===== config.mk =====
export PLATFORM = sky130hd
export DESIGN_NAME = dmem_responder
export DESIGN_NICKNAME = d
export VERILOG_FILES = /design/src/rtl/dmem_responder.sv
export SDC_FILE = /design/constraint.sdc
export NUM_CORES = 2
export LEC_CHECK = 0
export ABC_AREA = 1
export CAP_MARGIN = 5
export CORE_MARGIN = 5
export CORE_UTILIZATION = 35
export DETAILED_ROUTE_END_ITERATION = 6
export PLACE_DENSITY_LB_ADDON = 0.1
export RECOVER_POWER = 100
export SKIP_LAST_GASP = 1
export SLEW_MARGIN = 20
export SYNTH_ARGS = -nofsm -noshare
export SYNTH_HDL_FRONTEND = slang
export SYNTH_SLANG_ARGS = --single-unit

===== constraint.sdc =====
create_clock -name clk -period 3.6 [get_ports clk]
set_clock_uncertainty 0.1 [all_clocks]
set_input_delay 0.9 -clock clk [delete_from_list [all_inputs] [get_ports clk]]
set_output_delay 0.9 -clock clk [all_outputs]
set_load 0.03 [all_outputs]

===== src/rtl/dmem_responder.sv =====
// Word-addressed data memory behind the M-stage port.
// Stores finish at once; loads stall the pipe for LATENCY cycles.
module dmem_responder #(
   parameter int DEPTH   = 64,
   parameter int AW      = $clog2(DEPTH),
   parameter int LATENCY = 2
) (
   input  logic        clk,
   input  logic        reset,
   input  logic        memreq,
   input  logic        memwrite,
   input  logic [31:0] addr,
   input  logic [31:0] wdata,
   output logic [31:0] rdata,
   output logic        stall,
   output logic        err
);

   typedef enum logic [1:0] {IDLE, WAIT, DONE} state_e;

   localparam logic [3:0] CNT_INIT = 4'(LATENCY - 1);

   state_e         state_q, state_d;
   logic [3:0]     cnt_q, cnt_d;
   logic [AW-1:0]  idx_q, idx_d;
   logic [31:0]    rdata_q, rdata_d;
   logic           err_q, err_d;
   logic [31:0]    mem_q [DEPTH];

   logic [AW-1:0]  addr_idx;
   logic [AW-1:0]  rd_idx;
   logic           aligned;
   logic           idle_req;
   logic           ld_req;
   logic           wr_en;
   logic           rd_en;
   logic           unused_addr;

   assign addr_idx    = addr[AW+1:2];
   assign aligned     = (addr[1:0] == 2'b00);
   assign idle_req    = (state_q == IDLE) && memreq;
   assign ld_req      = idle_req && aligned && !memwrite;
   assign rd_idx      = (state_q == IDLE) ? addr_idx : idx_q;
   assign unused_addr = ^addr[31:AW+2];

   always_ff @(posedge clk or negedge reset) begin
      if (!reset) begin
         state_q <= IDLE;
         cnt_q   <= '0;
         idx_q   <= '0;
         rdata_q <= '0;
         err_q   <= 1'b0;
      end else begin
         state_q <= state_d;
         cnt_q   <= cnt_d;
         idx_q   <= idx_d;
         rdata_q <= rdata_d;
         err_q   <= err_d;
      end
   end

   always_comb begin
      state_d = state_q;
      cnt_d   = cnt_q;
      idx_d   = idx_q;
      rd_en   = 1'b0;
      case (state_q)
         IDLE: begin
            if (ld_req) begin
               idx_d = addr_idx;
               cnt_d = CNT_INIT;
               if (LATENCY == 1) begin
                  state_d = DONE;
                  rd_en   = 1'b1;
               end else begin
                  state_d = WAIT;
               end
            end
         end
         WAIT: begin
            cnt_d = cnt_q - 4'd1;
            if (cnt_q == 4'd1) begin
               state_d = DONE;
               rd_en   = 1'b1;
            end
         end
         DONE: state_d = IDLE;
         default: state_d = IDLE;
      endcase
   end

   // stall drops the instant reset asserts, even with a request held
   always_comb begin
      stall   = reset && (ld_req || (state_q == WAIT));
      wr_en   = reset && idle_req && aligned && memwrite;
      err_d   = idle_req && !aligned;
      rdata_d = rd_en ? mem_q[rd_idx] : rdata_q;
   end

   always_ff @(posedge clk) begin
      if (wr_en) begin
         mem_q[addr_idx] <= wdata;
      end
   end

   assign rdata = rdata_q;
   assign err   = err_q;

endmodule


==> results.yml <==
outcome:
  status: "complete, but fails checks"
  violations: "capacitance limit, slew limit"
detailed_routing:
  first_iter_violations: 4715
  wl_um: 273000
  antenna_left: 0
  drc: 0
  vias: 56155
  viasPerCell: 5.29
  avgRoutedWirePerCell_um: 25.7
  firstDrtPassIters: 5
placed_design:
  gp_congestion: 0.776
  portBuffers: 77
  dp.final_hpwl_um: 164000
  place_area_um2: 93700
  pre_cts_slack_ps: -196
clocking:
  post_cts_resized: 0
  cts_buffer_depth: 3
  cts_setup_buffers: 0
  cts_buffers: 226
  htree_levels: 4
  clkTransAtPathRegs_ps: 60
  clock-sinks: 2093
  insertion_delay_ps: 860
  cts_tree: "yes"
  cts_root_buffer: "clkbuf_16"
  hold_buffers: 0
sta:
  period_share: 0.969
  hold_viol: 0
  report.final.slew_viol_count: 1199
  fin_tns_setup_ps: 0
  worstMarginPinSlew_ps: 3180
  rsz0062_at_grt: "no"
  slew_headroom: -1.12
  setup_viol: 0
  final.setup.worst_slack_ps: 112
  fin_crit_ps: 3490
  fmax_mhz: 287
grt:
  grt_pass1_vias: 54749
  antenna_found_initial: 23
  grtUsageTotal: 0.215
  grt_pass1_wl_um: 396000
  grt-ovfl-total: 0
  grt_max_degree: 65
logic_synthesis:
  synth_area_per_cell_um2: 12.2
  synth_compound_area_frac: 0.00115
  synth_top_area_share: 0.734
  synthTopCellsByArea: "edfxtp_1 73%, nand3_1 13%, nand2_1 8.5%"
  netlist_area_um2: 83800
  synth-simple-area-share: 0.224
  synth_fa_ha_area_frac: 0.000299
  seq_area_frac_synth: 0.747
  ys_ff_latch: 2093
  yosys.area_share.xor_xnor: 0.000104
  syn_inst: 6853
  synth_area_leader_cell: "edfxtp_1"
  synthMuxAreaShare: 0
  ys_types: 23
  syn-num-nets: 6923
  synth_warnings: 0
  synth_top_family_by_area: "simple AND/OR/NAND/NOR gates"
die:
  dieArea_um2: 249000
  initial_core_util: 0.352
  fp.dieW_um: 499
  die_y_um: 499
  io_pins: 102
  row_count: 179
  core_region_area_um2: 238000
worst_setup_path:
  r2r_end: "rdata[30]"
  slowest_stage: "clkbuf_2"
  critPathMaxStageDelay_ps: 430
  worst_ep_required_time_ps: 4230
  timing.rr.start: "state_q[0]"
  worst_ep_arrival_time_ps: 4120
  reg2reg_slack_ps: 110
  crit_path_end_kind: "flip-flop"
  crit_type: "reg -> reg"
  cp_max_fo: 34
  worstRegToRegCells: 14
  critPathLaunchType: "flip-flop"
  crit_path_frequent_cell: "nand3_1"
  path_cells: "nor2_4 > buf_4 > nand2_1 > o21ai_2 > clkbuf_2 > buf_12 > clkbuf_4 > nand3_1 > nand3_1 > nand3_1 > nand3_1 > nand3_1 > nand3_1 > nand2_1"
power_and_ir_drop:
  p_total_mw: 80.0
  p_per_area_nw_per_um2: 805
  p_leak_nw: 34.5
  irDropWorstVdd_v: 0.000484
run:
  maxCapViolCount: 33
hold_path:
  hold_path.class: "reg -> reg"
  hold_end: "rdata[22]"
  hold_path_depth: 2
  hold_start: "rdata[22]"
cells_and_area:
  final_net_count: 7325
  syn_to_final_growth_pct: 18.5
  design_area_um2: 99300
  drive_above_1_share: 0.116
[state kept, by name (all words and copies together), names as in the netlist]
signal	flops
rdata	32
idx_q	6
err	1
state_q	2
mem_q	2048
cnt_q	4
[layer usage]
layer,up-vias,wire length [µm],GRT usage
met1,28676,122000,0.301
met5,-,11,0
met2,1515,132000,0.358
met4,2,6650,0.0529
met3,382,12600,0.0264
li1,25580,-,-
[synth_stat cells, drive strengths merged]
| cell | instances |
|---|---|
| nand3b | 1 |
| o22ai | 2 |
| inv | 25 |
| nand2 | 1910 |
| a31oi | 1 |
| nor2 | 75 |
| buf | 363 |
| xnor2 | 1 |
| edfxtp | 2048 |
| o21ai | 14 |
| nand3 | 2258 |
| clkbuf | 107 |
| dfrtp | 45 |
| ha | 2 |
| nand4 | 1 |
[worst max-delay path by stage]
stage                     startpoint           to  slack, ps  cells past startpoint
after floorplan              addr[1]  mem_q[0][0]          5                      6
after global placement       addr[3]    rdata[30]       -170                     14
after detailed placement     addr[3]     rdata[4]       -200                     13
after CTS                 state_q[0]        stall         90                      6
after global routing      state_q[0]    rdata[30]         10                     14
final                     state_q[0]    rdata[30]        110                     14
[report_power, final]
| group | switching, mW | internal [mW] | leakage, nW | total [mW] |
|---|---|---|---|---|
| logic | 19.9 | 10.3 | 12.1 | 30.2 |
| clock network | 9.61 | 12.8 | 3.48 | 22.4 |
| registers | 0.310 | 27.0 | 18.9 | 27.3 |
| total | 29.8 | 50.2 | 34.5 | 80.0 |
[cells in the final DEF (no fill, tap or decap), types with 3 or more instances in the layout]
cell type / n
buf_12: 142
buf_2: 5
buf_4: 276
buf_6: 3
bufinv_16: 17
clkbuf_1: 135
clkbuf_16: 229
clkbuf_2: 37
clkbuf_4: 45
clkdlybuf4s50_1: 10
clkinv_1: 60
clkinv_2: 54
clkinv_8: 4
clkinvlp_4: 5
dfrtp_1: 45
diode_2: 8
dlygate4sd3_1: 33
edfxtp_1: 2048
inv_1: 21
inv_6: 7
nand2_1: 1903
nand2_2: 3
nand2_8: 4
nand3_1: 2258
nor2_1: 48
nor2_4: 26
o21ai_0: 8
o21ai_4: 5
[critical path, delay by kind of cell (launching register included)]
kind	cells	cell delay (ps)
buffers and inverters	4	1200
flip-flops	1	410
AO/OA/AOI/OAI	1	320
AND/OR/NAND/NOR	9	1290
[cell type report]
type                            instances  area (µm²)
Fill cell                           22440      139000
Sequential cell                      2093       62600
Multi-Input combinational cell       4265       19200
Timing Repair Buffer                  644        6290
Clock buffer                          273        5900
Tap cell                             3167        3960
Clock inverter                        146        1180
Inverter                               25         108
Antenna cell                            8        20.0
[stage by stage]
stage               hold slack (ps)   util  cells
global route                    414  0.417  10617
CTS                            66.6  0.423  10613
floorplan                       359      -   6853
detailed placement              369  0.394  10194
global placement                371  0.394  10194
finish                          379  0.417  10621
[logic make-up (layout without fill, tap and decap cells)]
kind of cell,after synthesis,after routing
AOI/OAI and AO/OA,17,17
and+or+nand+nor,4245,4245
other,0,8
adders and majority gates,2,2
DFF,2093,2093
buffers and inverters,495,1088
xor gates and xnor gates,1,1
Note: power is estimated with default switching activity, not from simulation.
